[src/rtl/pipe_out_buf.sv]
// pipe_out_buf: output buffer behind the two-lane pipe datapath.
//   Delays the pipe's `enable` by LAT cycles so that it lines up with
//   data_out0/1. Each aligned capture is pushed into a DEPTH-entry
//   first-word-fall-through FIFO together with an 8-bit sequence tag.
//   Captures that find the FIFO full are dropped and reported through a
//   sticky overflow flag and a saturating drop counter.
// Ports:
//   clk, rst_n            clock, asynchronous active-low reset
//   enable                pipe input qualifier (captured LAT cycles later)
//   data_out0/1           pipe lane results
//   out_valid/out_ready   head-entry handshake toward the next stage
//   out_data0/1, out_seq  head entry (0 while empty)
//   count                 occupancy 0..DEPTH
//   overflow, drop_cnt    sticky drop flag, saturating drop count
//   clr_ovf               synchronous clear of overflow/drop_cnt

// Per-lane storage: one write port, one asynchronous read port.
module pipe_out_buf_lane #(
  parameter int DW    = 16,
  parameter int DEPTH = 8,
  parameter int AW    = $clog2(DEPTH)
) (
  input  logic          clk,
  input  logic          we,
  input  logic [AW-1:0] waddr,
  input  logic [DW-1:0] wdata,
  input  logic [AW-1:0] raddr,
  output logic [DW-1:0] rdata
);
  logic [DW-1:0] mem [DEPTH];

  always_ff @(posedge clk)
    if (we) mem[waddr] <= wdata;

  assign rdata = mem[raddr];
endmodule

module pipe_out_buf #(
  parameter int DW    = 16,
  parameter int LAT   = 3,
  parameter int DEPTH = 8
) (
  input  logic                       clk,
  input  logic                       rst_n,
  input  logic                       enable,
  input  logic [DW-1:0]              data_out0,
  input  logic [DW-1:0]              data_out1,
  output logic                       out_valid,
  input  logic                       out_ready,
  output logic [DW-1:0]              out_data0,
  output logic [DW-1:0]              out_data1,
  output logic [7:0]                 out_seq,
  output logic [$clog2(DEPTH+1)-1:0] count,
  output logic                       overflow,
  output logic [7:0]                 drop_cnt,
  input  logic                       clr_ovf
);
  localparam int NUM_LANES = 2;
  localparam int AW        = $clog2(DEPTH);
  localparam int CW        = $clog2(DEPTH+1);
  localparam logic [CW-1:0] FULL_CNT = CW'(DEPTH);

  typedef struct packed {
    logic [NUM_LANES-1:0][DW-1:0] data;
    logic [7:0]                   seq;
  } entry_t;

  // enable delay line; vld_pipe[LAT] is the aligned capture strobe
  logic [LAT:1] vld_pipe;
  logic         cap;

  logic [AW-1:0] wptr, rptr;
  logic [7:0]    seq;
  logic [7:0]    seq_mem [DEPTH];
  logic          full, pop, push, drop;

  logic [NUM_LANES-1:0][DW-1:0] wr_data, rd_data;
  entry_t head;

  always_ff @(posedge clk or negedge rst_n) begin
    if (!rst_n) begin
      vld_pipe <= '0;
    end else begin
      vld_pipe[1] <= enable;
      for (int i = 2; i <= LAT; i++) vld_pipe[i] <= vld_pipe[i-1];
    end
  end

  assign cap  = vld_pipe[LAT];
  assign full = (count == FULL_CNT);
  assign pop  = out_valid & out_ready;
  // a full FIFO still accepts a capture when the head leaves on the same edge
  assign push = cap & (~full | pop);
  assign drop = cap & ~push;

  // storage is written only on push, so X on data_out while cap=0 never lands
  assign wr_data = {data_out1, data_out0};

  for (genvar l = 0; l < NUM_LANES; l++) begin : g_lane
    pipe_out_buf_lane #(.DW(DW), .DEPTH(DEPTH)) u_lane (
      .clk  (clk),
      .we   (push),
      .waddr(wptr),
      .wdata(wr_data[l]),
      .raddr(rptr),
      .rdata(rd_data[l])
    );
  end

  always_ff @(posedge clk)
    if (push) seq_mem[wptr] <= seq;

  always_ff @(posedge clk or negedge rst_n) begin
    if (!rst_n) begin
      wptr  <= '0;
      rptr  <= '0;
      count <= '0;
      seq   <= '0;
    end else begin
      if (push) begin
        wptr <= wptr + 1'b1;
        seq  <= seq + 8'd1;
      end
      if (pop) rptr <= rptr + 1'b1;
      case ({push, pop})
        2'b10:   count <= count + 1'b1;
        2'b01:   count <= count - 1'b1;
        default: count <= count;
      endcase
    end
  end

  // a drop coinciding with clr_ovf restarts the count at 1
  always_ff @(posedge clk or negedge rst_n) begin
    if (!rst_n) begin
      overflow <= 1'b0;
      drop_cnt <= '0;
    end else if (drop) begin
      overflow <= 1'b1;
      if (clr_ovf)                drop_cnt <= 8'd1;
      else if (drop_cnt != 8'hFF) drop_cnt <= drop_cnt + 8'd1;
    end else if (clr_ovf) begin
      overflow <= 1'b0;
      drop_cnt <= '0;
    end
  end

  // outputs depend on registered count only, never on out_ready
  assign out_valid = (count != '0);
  assign head.data = rd_data;
  assign head.seq  = seq_mem[rptr];

  // zero the head while empty so reset and idle outputs are clean
  assign out_data0 = out_valid ? head.data[0] : '0;
  assign out_data1 = out_valid ? head.data[1] : '0;
  assign out_seq   = out_valid ? head.seq     : '0;
endmodule

[config.mk]
export PLATFORM = sky130hd
export DESIGN_NAME = pipe_out_buf
export DESIGN_NICKNAME = d
export VERILOG_FILES = /design/src/rtl/pipe_out_buf.sv
export SDC_FILE = /design/constraint.sdc
export NUM_CORES = 1
export LEC_CHECK = 0
export CORE_ASPECT_RATIO = 0.5
export CORE_MARGIN = 2
export CORE_UTILIZATION = 60
export DETAILED_ROUTE_END_ITERATION = 12
export MAX_ROUTING_LAYER = met4
export PLACE_DENSITY_LB_ADDON = 0.3
export SYNTH_ARGS = -nofsm -noshare
export SYNTH_HDL_FRONTEND = slang
export SYNTH_SLANG_ARGS = --single-unit
export TNS_END_PERCENT = 20
[constraint.sdc]
create_clock -name clk -period 13.8 [get_ports clk]
set_input_delay 4.14 -clock clk [delete_from_list [all_inputs] [get_ports clk]]
set_output_delay 4.14 -clock clk [all_outputs]
set_load 0.05 [all_outputs]
# Yosys cells after proc, flatten, opt, wreduce, memory -nomap -nowiden
# Memories as Yosys holds them, arrays and structs flattened.
# Index checks and enable logic that the tools add are counted.
totals:
  register_bits: 30
  ram_bits: 320
  input_bits: 37
  output_inout_bits: 54
  n_memories: 3
memory_table:
  columns: ["memory", "depth", "word_bits", "read_ports", "rd_clocked_by_memory_dff", "write_ports", "line", "text"]
  rows:
  - ["g_lane[0].u_lane.mem", 8, 16, 1, 0, 1, "30", "logic [DW-1:0] mem [DEPTH];"]
  - ["g_lane[1].u_lane.mem", 8, 16, 1, 0, 1, "30", null]
  - ["seq_mem", 8, 8, 1, 0, 1, "74", "logic [7:0] seq_mem [DEPTH];"]
classes:
  add_sub_neg: 6
  n_eq_ne: 4
  mux: 12
  bitwise: 6
  reduce_logical: 5
op_table:
  columns: ["cell", "count"]
  rows:
  - ["two-way mux 8 bit", 5]
  - ["two-way mux 16 bit", 2]
  - ["adder 8 x 1 -> 8 bit (second input constant)", 2]
  - ["inequality test 8 bit (second input constant)", 1]
  - ["one-hot mux 4 bit (2 select lines)", 1]
  - ["adder 3 x 1 -> 3 bit (second input constant)", 2]
  - ["nonzero test 2 bit", 3]
  - ["adder 4 x 1 -> 4 bit (second input constant)", 1]
  - ["== test 4 bit (second input constant)", 1]
  - ["two-way mux 1 bit", 4]
  - ["nonzero test 4 bit", 1]
  - ["subtractor 4 x 1 -> 4 bit (second input constant)", 1]
  - ["AND 1 bit", 3]
  - ["== test 2 x 1 -> 1 bit (second input constant)", 1]
  - ["== test 2 bit (second input constant)", 1]
  - ["inverter 1 bit", 2]
  - ["AND reduction 2 bit", 1]
  - ["bitwise OR 1 bit", 1]

# Depth between registers and ports, before layout
depth:
  depth_word: 8
  ltp_mapped: 12
  ltp_nobuf: 12

# Cells and area by module
# From an unflattened synthesis, not the netlist that was laid out.
unflattened:
  hier_cells: 677
  area_unflattened_um2: 14067.2
by_module_without_submodules:
  columns: ["mod", "instances", "cells_each", "area_each_um2", "seq_area_each_um2"]
  rows:
  - ["pipe_out_buf_lane", 2, 198, 4973.5, 3843.7]
  - ["pipe_out_buf", 1, 281, 4120.2, 2672.6]

# Least setup slack after synthesis
# No wires, ideal clock.
synth_path:
  kind: "in2reg"
  from: "in out_ready"
  to: "mem g_lane[0].u_lane.mem[0][0] (enable)"
  arrival_ns: 8.433
  slack_ns: 4.831
  stages: 5
  n_path_buf: 1
  cell_sequence: "nand2b_1 -> o21a_1 -> buf_2 -> inv_2 -> nor4_1"
synth_via:
  elab_chain_cells: 5
synth_lines:
  columns: ["item", "line", "text"]
  rows:
  - ["start: declaration", "49", "input logic out_ready,"]
  - ["AND 1 bit", "91", "assign pop = out_valid & out_ready;"]
  - ["bitwise OR 1 bit", "93", "assign push = cap & (~full | pop);"]
  - ["AND 1 bit", "93", null]
  - ["two-way mux 1 bit", "33", "if (we) mem[waddr] <= wdata;"]
  - ["two-way mux 1 bit (implied by the code)", "33", null]
  - ["end: declaration", "30", null]
# Every way passes these cells.

# Final worst setup path
layout_path:
  from: "reg rptr[0]"
  to: "out out_data1[3]"
layout_via:
  elab_chain_cells: 2
layout_lines:
  columns: ["item", "line", "text"]
  rows:
  - ["start: declaration", "72", "logic [AW-1:0] wptr, rptr;"]
  - ["start signal: assignment", "124", "if (pop) rptr <= rptr + 1'b1;"]
  - ["memory (8 x 16 bit)", null, null]
  - ["two-way mux 16 bit", "155", "assign out_data1 = out_valid ? head.data[1] : '0;"]
  - ["end: declaration", "51", "output logic [DW-1:0] out_data1,"]
# Every way passes these cells.

==> qor.txt <==
Final hold violations -> 0
Top delay family on crit path -> buffers and inverters
FF+latch count, synth -> 350
Top cell type by total area after synthesis -> edfxtp_1
Vias in the first global route -> 6871
R2R cell count -> 13
DPL Wire Length -> 13560 µm
Syn nets -> 698
Data arrival, critical path -> 3.95 ns
DRC errors left -> 0
Syn Inst Count -> 654
Initial antenna violation count -> 1
RSZ-0062 raised after global routing -> false
Max cap viols -> 0
CTS Sinks -> 350
Final WL -> 26190 µm
Cts repair resizes -> 0
Iteration count of the initial detailed-routing pass -> 5
HP Class -> flip-flop to flip-flop
Status -> complete, no violations
Final setup violation count -> 0
Crit-path cells -> buf_4, mux4_2, mux2i_1, nor2_1, clkdlybuf4s50_1
Worst skew pair latency -> 0.54 ns
Fmax achieved -> 0.1235 GHz
Via density -> 6.130
Num rows -> 38
First-pass GRT wire length -> 39740 µm
Placed Instances -> 1027
Port Buffers -> 90
Ys Warns -> 0
Peak supply drop -> 160.5 µV
GRT overflow -> 0
CP Depth -> 5
Crit path kind -> flip-flop to output port
Layout cell share with drive strength beyond 1 -> 19.26%
Detailed-route via count -> 6620
Non-Filler Instances -> 1080
Post-CTS setup buffer count -> 0
Nets@finish -> 801
Crit path launch -> rptr[0]
Setup TNS -> 0 ns
Synth Area per Inst -> 20.74 µm²
H-tree levels -> 1
CTS Buf Count -> 28
Fill count -> 1269
Die area -> 23900 µm²
Seq/Total Area, Yosys -> 76.36%
Required time of the critical path -> 9.66 ns
Area contributors post-synth -> edfxtp_1, mux4_2, dfrtp_1
First DRT Iteration DRCs -> 507
Worst reg-to-reg setup slack -> 10.49 ns
Cell Area, Synth -> 13570 µm²
Share of the synthesized area in the top cell type -> 70.83%
Critical Path End Type -> output port
Period minus WS final -> 8.094 ns
Slew Limit Fails -> 0
Crit-path slowest cell -> dfrtp_4
Routability cong. -> 0.8229
Clock tree buffer depth -> 3
Skew final -> 0.009173 ns
Hold Buf Count CTS -> 0
RR Endpoint -> count[2]
Pwr/cell area -> 235.1 nW/µm²
Commonest non-fill, non-tap cell in the layout -> edfxtp_1
Leak -> 5.221 nW
Crit-path max cell delay -> 0.92 ns
Area growth, synth to finish -> 16.43%
Worst Min Path Start -> vld_pipe[1]
Synth unique cells -> 36
Pin count of the biggest net entering global routing -> 67
Initial Util -> 61.90%
Crit path to -> out_data1[3]
Die W -> 216.7 µm
CORE AREA -> 21920 µm²
CP startpoint kind -> flip-flop
CTS clk-pin slew, worst paths -> 0.07 ns
Critical R2R Launch -> count[1]
Most frequent cells in the layout -> edfxtp_1, clkdlybuf4s50_1, mux4_2
CTS tree -> done
Pin slew with the least headroom to its limit -> 0.9725 ns
Wire per inst -> 24.25 µm
All-layer global routing usage -> 23.26%
Die Span Y -> 110.3 µm
CP max FO -> 46
CP bufs+invs -> 2
Post-route ant nets -> 0
Rel. slew slack -> 34.63%
Io pins -> 91
Final period util -> 58.66%
Root buffer cell -> clkbuf_16
==> cells by family after synthesis <==
family,Yosys count,synth area share [%]
AO/OA/AOI/OAI,20,0.9315
XOR/XNOR,16,1.033
adder cells (fa/ha/maj),7,0.6455
buffers and inverters,34,1.033
flip-flops,350,76.36
multiplexers,122,16.40
AND/OR/NAND/NOR,105,3.597
==> worst min-delay path by stage <==
stage	endpoint	depth (start not counted)
6_report	vld_pipe[2]	0
5_1_grt	vld_pipe[3]	0
4_1_cts	vld_pipe[2]	0
3_5_place_dp	vld_pipe[2]	0
3_3_place_gp	vld_pipe[2]	0
2_1_floorplan	vld_pipe[2]	0
==> power by group <==
part,total (W),internal (W),switching (W)
Sequential,0.00148,0.00135,0.000125
Combinational,0.00144,0.000561,0.000877
Clock,0.000799,0.000447,0.000352
==> stage by stage <==
| step | hold slack [ns] | total power, W | utilization, % | setup WS [ns] | instance area [µm²] |
|---|---|---|---|---|---|
| 2_1_floorplan | 0.3312 | 0.002486 | - | 4.831 | 13570 |
| 3_3_place_gp | 0.3352 | 0.002912 | 67.89 | 6.189 | 14880 |
| 3_5_place_dp | 0.3397 | 0.002940 | 67.89 | 6.152 | 14880 |
| 4_1_cts | 0.3547 | 0.003747 | 72.06 | 5.558 | 15790 |
| 5_1_grt | 0.3675 | 0.003859 | 72.07 | 5.411 | 15800 |
| 6_report | 0.3533 | 0.003713 | 72.07 | 5.706 | 15800 |
==> worst register-to-register path, delay by kind of cell, from the launching register on <==
family / cells / cell delay, ns
compound gates: 1 / 0.14
xor+xnor: 3 / 0.47
fa+ha+maj: 2 / 0.48
buf+inv: 3 / 0.90
flops: 1 / 0.45
simple gates: 4 / 0.76
==> layer usage <==
layer | global-route usage (%) | up-vias | wire [µm]
met1 | 30.91 | 3459 | 10660
met3 | 4.362 | 39 | 1769
met4 | 4.990 | 0 | 442
li1 | - | 2863 | -
met5 | - | - | 0
met2 | 38.76 | 259 | 13320
==> Yosys cell counts <==
cell       number
a2111oi_0       1
a211o_1         1
a211oi_1        1
a21oi_1         9
a311oi_1        1
and3_1          1
buf_1           5
buf_2          10
clkbuf_1       15
dfrtp_1        30
edfxtp_1      320
ha_1            7
inv_1           3
inv_2           1
mux2_2          2
mux2i_1        40
mux4_2         80
nand2_1        16
nand2b_1        5
nand3_1         6
nand3b_1        2
nand4_1         5
nor2_1         50
nor3_1          7
nor4_1          3
nor4b_1         1
o21a_1          1
o21ai_0         2
o31ai_1         4
or2_1           1
or2_2           2
or3_1           3
or3_4           1
or4_1           2
xnor2_1        12
xor2_1          4
==> cell type report <==
class	instances	area (µm²)	share of cell area [%]
clock buffers	38	769.5	4.871
diodes	1	2.502	0.01584
flip-flops and latches	350	10370	65.64
well taps	300	375.4	2.376
clock inverters	14	143.9	0.9109
repair buffers	103	998.5	6.321
multi-input cells	270	3123	19.77
inverters	4	15.01	0.09505
==> sequential cells by signal (all words and copies together) (netlist names) <==
name,cells
drop_cnt,8
seq,8
seq_mem,64
g_lane.u_lane.mem,256
count,4
overflow,1
vld_pipe,3
rptr,3
wptr,3
No activity file was read; power rests on OpenSTA's default activity.
